[src/rtl/adder_bist_driver.sv]
// Self-test driver/checker for a combinational adder: drives directed then LFSR operand
// vectors, waits a settle time, and compares {c_out,s} against an internal a+b+c_in.
module adder_bist_driver #(
    parameter int          WIDTH         = 8,
    parameter int          NUM_VECTORS   = 256,
    parameter int          SETTLE_CYCLES = 2,
    parameter logic [15:0] LFSR_SEED     = 16'hACE1,
    parameter int          ERR_W         = 16
) (
    input  logic               clk,
    input  logic               rst,
    input  logic               start,
    output logic [WIDTH-1:0]   a_out,
    output logic [WIDTH-1:0]   b_out,
    output logic               c_in_out,
    input  logic [WIDTH-1:0]   s_in,
    input  logic               c_out_in,
    output logic               busy,
    output logic               done,
    output logic               pass,
    output logic [ERR_W-1:0]   err_count,
    output logic               fail_valid,
    output logic [15:0]        fail_idx,
    output logic [WIDTH-1:0]   fail_a,
    output logic [WIDTH-1:0]   fail_b,
    output logic               fail_cin,
    output logic [WIDTH:0]     fail_obs
);

    typedef enum logic [2:0] {
        ST_IDLE   = 3'd0,
        ST_LOAD   = 3'd1,
        ST_SETTLE = 3'd2,
        ST_CHECK  = 3'd3,
        ST_DONE   = 3'd4
    } state_t;

    localparam logic [15:0]      LAST_IDX    = 16'(NUM_VECTORS - 1);
    localparam logic [15:0]      SETTLE_LAST = 16'(SETTLE_CYCLES - 1);
    localparam logic [ERR_W-1:0] ERR_MAX     = {ERR_W{1'b1}};

    state_t             state_r;
    logic [15:0]        idx_r;
    logic [15:0]        settle_cnt_r;
    logic [15:0]        lfsr_r;
    logic [WIDTH-1:0]   vec_a_s;
    logic [WIDTH-1:0]   vec_b_s;
    logic               vec_cin_s;
    logic [WIDTH:0]     golden_s;
    logic [WIDTH:0]     obs_s;
    logic               mismatch_s;
    logic [ERR_W-1:0]   err_next_s;

    // Fibonacci LFSR for x^16+x^14+x^13+x^11+1, shifting toward bit 0.
    function automatic logic [15:0] lfsr_step(input logic [15:0] cur);
        logic fb;
        fb = cur[0] ^ cur[2] ^ cur[3] ^ cur[5];
        return {fb, cur[15:1]};
    endfunction

    // Operand vector for the current index: two directed vectors, then LFSR slices.
    always_comb begin
        vec_a_s   = '0;
        vec_b_s   = '0;
        vec_cin_s = 1'b0;
        case (idx_r)
            16'd0: begin
                vec_a_s   = WIDTH'(8'h03);
                vec_b_s   = WIDTH'(8'h01);
                vec_cin_s = 1'b0;
            end
            16'd1: begin
                vec_a_s   = WIDTH'(8'h85);
                vec_b_s   = WIDTH'(8'h8C);
                vec_cin_s = 1'b0;
            end
            default: begin
                for (int i = 0; i < WIDTH; i++) begin
                    vec_a_s[i] = lfsr_r[4'(i % 16)];
                    vec_b_s[i] = lfsr_r[4'((WIDTH + i) % 16)];
                end
                vec_cin_s = lfsr_r[15];
            end
        endcase
    end

    // Golden sum is one bit wider than the operands so the carry is never lost.
    always_comb begin
        golden_s   = {1'b0, a_out} + {1'b0, b_out} + {{WIDTH{1'b0}}, c_in_out};
        obs_s      = {c_out_in, s_in};
        mismatch_s = (obs_s != golden_s);
    end

    // Saturating error count as it will be after the current cycle.
    always_comb begin
        err_next_s = err_count;
        if ((state_r == ST_CHECK) && mismatch_s && (err_count != ERR_MAX)) begin
            err_next_s = err_count + ERR_W'(1);
        end else begin
            err_next_s = err_count;
        end
    end

    // Sequencer FSM with all outputs registered.
    always_ff @(posedge clk) begin
        if (rst) begin
            state_r      <= ST_IDLE;
            idx_r        <= 16'd0;
            settle_cnt_r <= 16'd0;
            lfsr_r       <= LFSR_SEED;
            a_out        <= '0;
            b_out        <= '0;
            c_in_out     <= 1'b0;
            busy         <= 1'b0;
            done         <= 1'b0;
            pass         <= 1'b0;
            err_count    <= '0;
            fail_valid   <= 1'b0;
            fail_idx     <= 16'd0;
            fail_a       <= '0;
            fail_b       <= '0;
            fail_cin     <= 1'b0;
            fail_obs     <= '0;
        end else begin
            case (state_r)
                ST_IDLE, ST_DONE: begin
                    if (start) begin
                        state_r    <= ST_LOAD;
                        idx_r      <= 16'd0;
                        lfsr_r     <= LFSR_SEED;
                        busy       <= 1'b1;
                        done       <= 1'b0;
                        pass       <= 1'b0;
                        err_count  <= '0;
                        fail_valid <= 1'b0;
                        fail_idx   <= 16'd0;
                        fail_a     <= '0;
                        fail_b     <= '0;
                        fail_cin   <= 1'b0;
                        fail_obs   <= '0;
                    end
                end
                ST_LOAD: begin
                    a_out        <= vec_a_s;
                    b_out        <= vec_b_s;
                    c_in_out     <= vec_cin_s;
                    settle_cnt_r <= 16'd0;
                    state_r      <= ST_SETTLE;
                end
                ST_SETTLE: begin
                    if (settle_cnt_r == SETTLE_LAST) begin
                        settle_cnt_r <= 16'd0;
                        state_r      <= ST_CHECK;
                    end else begin
                        settle_cnt_r <= settle_cnt_r + 16'd1;
                    end
                end
                ST_CHECK: begin
                    err_count <= err_next_s;
                    if (mismatch_s && !fail_valid) begin
                        fail_valid <= 1'b1;
                        fail_idx   <= idx_r;
                        fail_a     <= a_out;
                        fail_b     <= b_out;
                        fail_cin   <= c_in_out;
                        fail_obs   <= obs_s;
                    end
                    if (idx_r >= 16'd2) begin
                        lfsr_r <= lfsr_step(lfsr_r);
                    end
                    if (idx_r == LAST_IDX) begin
                        state_r <= ST_DONE;
                        busy    <= 1'b0;
                        done    <= 1'b1;
                        pass    <= (err_next_s == '0);
                    end else begin
                        idx_r   <= idx_r + 16'd1;
                        state_r <= ST_LOAD;
                    end
                end
                default: begin
                    state_r <= ST_IDLE;
                    busy    <= 1'b0;
                    done    <= 1'b0;
                    pass    <= 1'b0;
                end
            endcase
        end
    end

endmodule

[config.mk]
export PLATFORM = sky130hd
export DESIGN_NAME = adder_bist_driver
export DESIGN_NICKNAME = d
export VERILOG_FILES = /design/src/rtl/adder_bist_driver.sv
export SDC_FILE = /design/constraint.sdc
export NUM_CORES = 1
export LEC_CHECK = 0
export BUFFER_PORTS_ARGS = -buffer_cell sky130_fd_sc_hd__buf_2
export CORE_MARGIN = 3
export CORE_UTILIZATION = 45
export CTS_BUF_LIST = sky130_fd_sc_hd__clkbuf_16
export CTS_CLUSTER_SIZE = 14
export DETAILED_ROUTE_END_ITERATION = 16
export PLACE_DENSITY = 0.66
export SLEW_MARGIN = 30
export SYNTH_ARGS = -nofsm -noshare
export SYNTH_HDL_FRONTEND = slang
export SYNTH_SLANG_ARGS = --single-unit
[constraint.sdc]
create_clock -name clk -period 5.38 [get_ports clk]
set_input_delay 0.538 -clock clk [delete_from_list [all_inputs] [get_ports clk]]
set_output_delay 0.538 -clock clk [all_outputs]
set_load 0.02 [all_outputs]
# After elaboration in Yosys (flattened, before gate mapping)

Index checks and enable logic that the tools add are counted.
Widths: inputs -> output; s select.

Bits in registers: 130
Input port bits: 12
Output and inout port bits: 79
Logic and storage cells: 99

Add/subtract/negate cells: 5
Magnitude comparators: 1
Eq/ne operators: 15
Muxes and demuxes: 39
Bitwise gates (word level): 4
Reductions and logical operators: 18

Operator list:

| cell                  | number |
|---|---|
| $pmux 16 s2           | 5 |
| $mux 16               | 7 |
| $pmux 8 s2            | 4 |
| $add 16x1->16 const B | 3 |
| $eq 16x1->1 const B   | 2 |
| $logic_not 16->1      | 2 |
| $mux 8                | 3 |
| $mux 9                | 2 |
| $pmux 9 s2            | 1 |
| $eq 16x8->1 const B   | 1 |
| $ge 16x2->1 const B   | 1 |
| $ne 16x16->1 const B  | 1 |
| $pmux 3 s4            | 1 |
| $reduce_and 3->1      | 4 |
| $add 8x8->9           | 1 |
| $add 9x1->9           | 1 |
| $mux 3                | 3 |
| $ne 9x9->1            | 1 |
| $pmux 1 s3            | 3 |
| $mux 1                | 8 |
| $eq 3x2->1 const B    | 2 |
| $ne 2x1->1 const B    | 3 |
| $ne 2x2->1 const B    | 3 |
| $reduce_or 2->1       | 3 |
| 10 further kinds      | 17 |

# Depth between registers and ports, before layout

Depth in word-level cells: 9
Gate-level depth with buffers: 12
Gate-level depth less buffers: 11

# Least setup slack after synthesis

OpenSTA, ideal clock, no wires.

Kind: flip-flop to flip-flop
From: reg a_out[0]
To: reg pass
Library setup time: 0.084 ns
Data arrival time: 2.771 ns
Required time: 5.296 ns
Path slack: 2.525 ns
Cell stages (with the launch flop): 13
Path buffers: 1
Period minus slack after synthesis: 2.855 ns
Path through: dfxtp_1 fa_1 ha_1 xor2_1 nor3_1 o2111ai_1 a2111oi_2 a21oi_2 and2_1 buf_4 mux2_1 nand4_1 o31ai_2

Word-level cells in the longest chain between the ends: 9

Ends and longest elaborated chain:

| item                           | RTL line | RTL |
|---|---|---|
| from (decl)                    | 13       | `output logic [WIDTH-1:0] a_out,` |
| from (signal assigned)         | 144      | `a_out <= vec_a_s;` |
| $add 8x8->9                    | 89       | `golden_s = {1'b0, a_out} + {1'b0, b_out} + {{WIDTH{1'b0}}, c_in_out};` |
| $add 9x1->9                    | 89       |  |
| $ne 9x9->1                     | 91       | `mismatch_s = (obs_s != golden_s);` |
| $logic_and 1x1->1 (2 in a row) | 97       | `if ((state_r == ST_CHECK) && mismatch_s && (err_count != ERR_MAX)) begin` |
| $mux 16                        | 97       |  |
| $logic_not 16->1               | 175      | `pass <= (err_next_s == '0);` |
| $mux 1                         | 171      | `if (idx_r == LAST_IDX) begin` |
| $pmux 1 s3                     | 125      | `case (state_r)` |
| to (signal assigned)           | 175      |  |
| to (decl)                      | 20       | `output logic pass,` |

Every way passes these cells. The select of a mux whose other input is x is not followed.
A chain may end at the register's enable or synchronous reset.

# Worst setup path after layout

From: reg a_out[0]
To: reg fail_a[0]

Word-level cells in the longest chain between the ends: 6
Elaborated cells between the ends (all ways): 8
Those cells by class: add/sub (2); eq/ne (2); mux (2); reduce/logical (2)

Ends and longest elaborated chain:

| item                              | RTL line | RTL |
|---|---|---|
| $add 8x8->9                       | 89       |  |
| $add 9x1->9                       | 89       |  |
| $ne 9x9->1                        | 91       |  |
| $logic_and 1x1->1                 | 160      | `if (mismatch_s && !fail_valid) begin` |
| $ne 2x1->1 (no source line)       | -        |  |
| $reduce_and 3->1 (no source line) | -        |  |
| to (signal assigned)              | 163      | `fail_a <= a_out;` |
| to (decl)                         | 24       | `output logic [WIDTH-1:0] fail_a,` |

Several ways; a longest one is shown, not always the timed one. The select of a mux whose other input is x is not followed.

==> impl_metrics.toml <==
[route]
wl_per_cell_microns = 14.7
vias = 5190
ant_nets = 0
drt_iter0_drc = 310
wl_microns = 13800
drt_first_pass_iters = 5
drc = 0
via_per_inst = 5.54

[floorplan]
rows = 40
core_sq_mm = 0.0122
die_h_microns = 118
fp.dieW_microns = 118
ios = 91
dieArea_sq_mm = 0.0140
initial_core_util_pct = 46.7

[job]
max-cap-violations = 0

[clock_network]
cts_tree = "yes"
ctsHoldBuffers = 0
clockBufferDepth = 2
cts-root-buf = "clkbuf_16"
numClockSinks = 118
ctsResizeCount = 0
cts-buffers-inserted = 17
cts_setup_buffers = 0
clkTransAtPathRegs_ps = 50
clock_latency_ps = 410
htreeDepth = 4

[pwr]
peakVddDrop_mv = 0.171
power_leakage_nw = 2.70
power.switching_mw = 0.842
pwr-share-clk_pct = 44.3
power_mw = 2.73
pwr-share-seq_pct = 35.4
p_int_mw = 1.89
p_comb_share_pct = 20.3
swShare_pct = 30.8
p_per_area_mw_per_mm2 = 405

[worst_hold_path]
worstHoldPathCells = 3
hold_end = "fail_obs[5]"
min-delay-start = "s_in[5]"
hold_class = "in -> reg"

[logic_synthesis]
synthCells = 691
syn_area_per_cell_sq_um = 8.22
synth.distinct_cells = 65
ys_seq_area_share_pct = 41.6
synth_seq_cells = 118
synthTopCellsByArea = "dfxtp_1 42%, a21oi_1 6.1%, nor2_1 5.3%"
synth_edf_count = 0
synth-main-ff-cell = "dfxtp_1"
synth_top_area_share_pct = 41.6
synth_area_sq_mm = 0.00568
async_flop_share_pct = 0
yosysWarnings = 0
yosysTopAreaCell = "dfxtp_1"

[critical_path]
worstSetupEndpointType = "flop"
r2r_start = "a_out[0]"
start_kind = "flop"
r2r_cells = 11
cp_max_fo = 20
reg2reg_slack_ps = 1850
cp_cell_sequence = "fa_1 > ha_1 > nand3_1 > nand2_1 > a21oi_1 > a2111oi_2 > a21oi_2 > nor2b_2 > buf_4 > nand2_1 > a21oi_1"
cp.arrival_ps = 3860
max_stage_delay_ps = 650
r2r_end = "fail_a[0]"
critical-path-slowest-cell = "nor2b_2"
critical_path_required_ps = 5710
crit_type = "reg -> reg"

[sta]
period_share_pct = 65.5
hold_viol = 0
rsz0062_at_grt = "no"
setup_viol = 0
fmax_mhz = 284
period_minus_slack_ps = 3530
relSlewSlack_pct = 51.5
worstMarginPinSlew_ps = 728
fin_setup_tns_ps = 0
hold_ws_ps = 388
skew_ps = 8.39
finalMaxSlewViolations = 0

[global_route]
overflow = 0
track_usage_pct = 19.7
first_global_vias = 4851
grt_pass1_wl_microns = 23000
antenna_found_initial = 0
grt_max_degree = 74

[cells_and_area]
final_common_cell = "dfxtp_1"
drive_gt1_share_pct = 17.7
seqCellArea_sq_mm = 0.00236
nNetsFinal = 780
fin_util_pct = 55.5
area_growth_pct = 18.8
multi_input_area_sq_mm = 0.00307
n_antenna_cell = 0
final_cell_mix = "118 x dfxtp_1, 82 x buf_2, 80 x nor2_1"
fillers = 1125

[placement]
finalWeightedCongestion = 0.893
io_buffers = 82
hpwl_microns = 9670

[run_status]
outcome = "complete, no violations"
==> final cells by class <==
cell class                 instances  area share [%]
clock buffer                      17            6.30
sequential                       118            35.0
clock inverter                    15            3.12
timing repair buffer              86            6.53
inverter                           8           0.445
tap                              168            3.12
multi-input combinational        525            45.5
==> sequential cells by signal, indices dropped and copies added, names as in the netlist, 2 cells and up <==
signal and count:
fail_a 8, a_out 8, fail_b 2, settle_cnt_r 16, err_count 16, b_out 2, fail_idx 16, lfsr_r 16
fail_obs 9, idx_r 16, state_r 3
==> worst max-delay path, delay by kind of cell, from the launching register on <==
kind	cells	cell delay (ps)
and+or+nand+nor	4	1050
AOI/OAI and AO/OA	4	1000
adders and majority gates	2	700
DFF	1	350
buffers and inverters	1	340
==> logic make-up after synthesis <==
logic type	share of synthesized area (%)
simple gates	26.9
buf+inv	4.89
flops	41.6
fa+ha+maj	2.78
xor+xnor	5.70
mux	0.969
other cells	0.0660
compound gates	17.1
==> metal layers <==
metal / up-vias / wire length, microns / GRT usage (%)
met1: 2452 / 6340 / 25.4
met5: - / 0 / 0
li1: 2572 / - / -
met3: 15 / 884 / 5.79
met2: 151 / 6410 / 31.5
met4: 0 / 175 / 6.81
==> cells in the mapped netlist, types with 4 or more instances <==
| cell type | n |
|---|---|
| and2_1 | 5 |
| a31oi_1 | 6 |
| nor2_1 | 80 |
| and4_1 | 5 |
| dfxtp_1 | 118 |
| nand2b_1 | 13 |
| a311oi_1 | 4 |
| nand2_1 | 78 |
| nand3b_1 | 5 |
| clkbuf_1 | 21 |
| buf_4 | 14 |
| o21ai_0 | 14 |
| a211oi_1 | 11 |
| nand4_1 | 14 |
| inv_1 | 8 |
| o22ai_1 | 7 |
| ha_1 | 11 |
| nor2b_1 | 5 |
| or3_1 | 7 |
| xor2_1 | 25 |
| nand3_1 | 50 |
| nor3b_1 | 4 |
| a21oi_1 | 69 |
| xnor2_1 | 12 |
| nor3_1 | 12 |
| buf_2 | 8 |
| a22oi_1 | 17 |
| and3_1 | 13 |
==> power by group through the flow <==
stage | clock network, mW | logic (mW) | registers (mW)
2_1_floorplan | 0 | 0.393 | 1.01
3_3_place_gp | 0 | 0.545 | 0.983
3_5_place_dp | 0 | 0.550 | 0.988
4_1_cts | 1.23 | 0.556 | 0.970
5_1_grt | 1.27 | 0.618 | 0.976
6_report | 1.21 | 0.555 | 0.969
==> metrics by stage <==
step / instance area [sq um] / setup slack (ps) / std cells
final: 6750 / 1850 / 937
after detailed placement: 6110 / 1870 / 905
after global routing: 6750 / 1540 / 937
after global placement: 6110 / 2020 / 905
after CTS: 6750 / 1840 / 937
after floorplan: 5710 / 2520 / 698
==> how the worst max path moves through the flow <==
stage	start	to	cells after the start
finish	a_out[0]	fail_a[0]	11
global route	a_out[0]	fail_a[0]	11
CTS	a_out[0]	fail_a[0]	11
detailed placement	a_out[0]	fail_obs[0]	11
global placement	a_out[0]	fail_a[6]	11
floorplan	a_out[0]	pass	12
No activity file was read; power rests on OpenSTA's default activity.
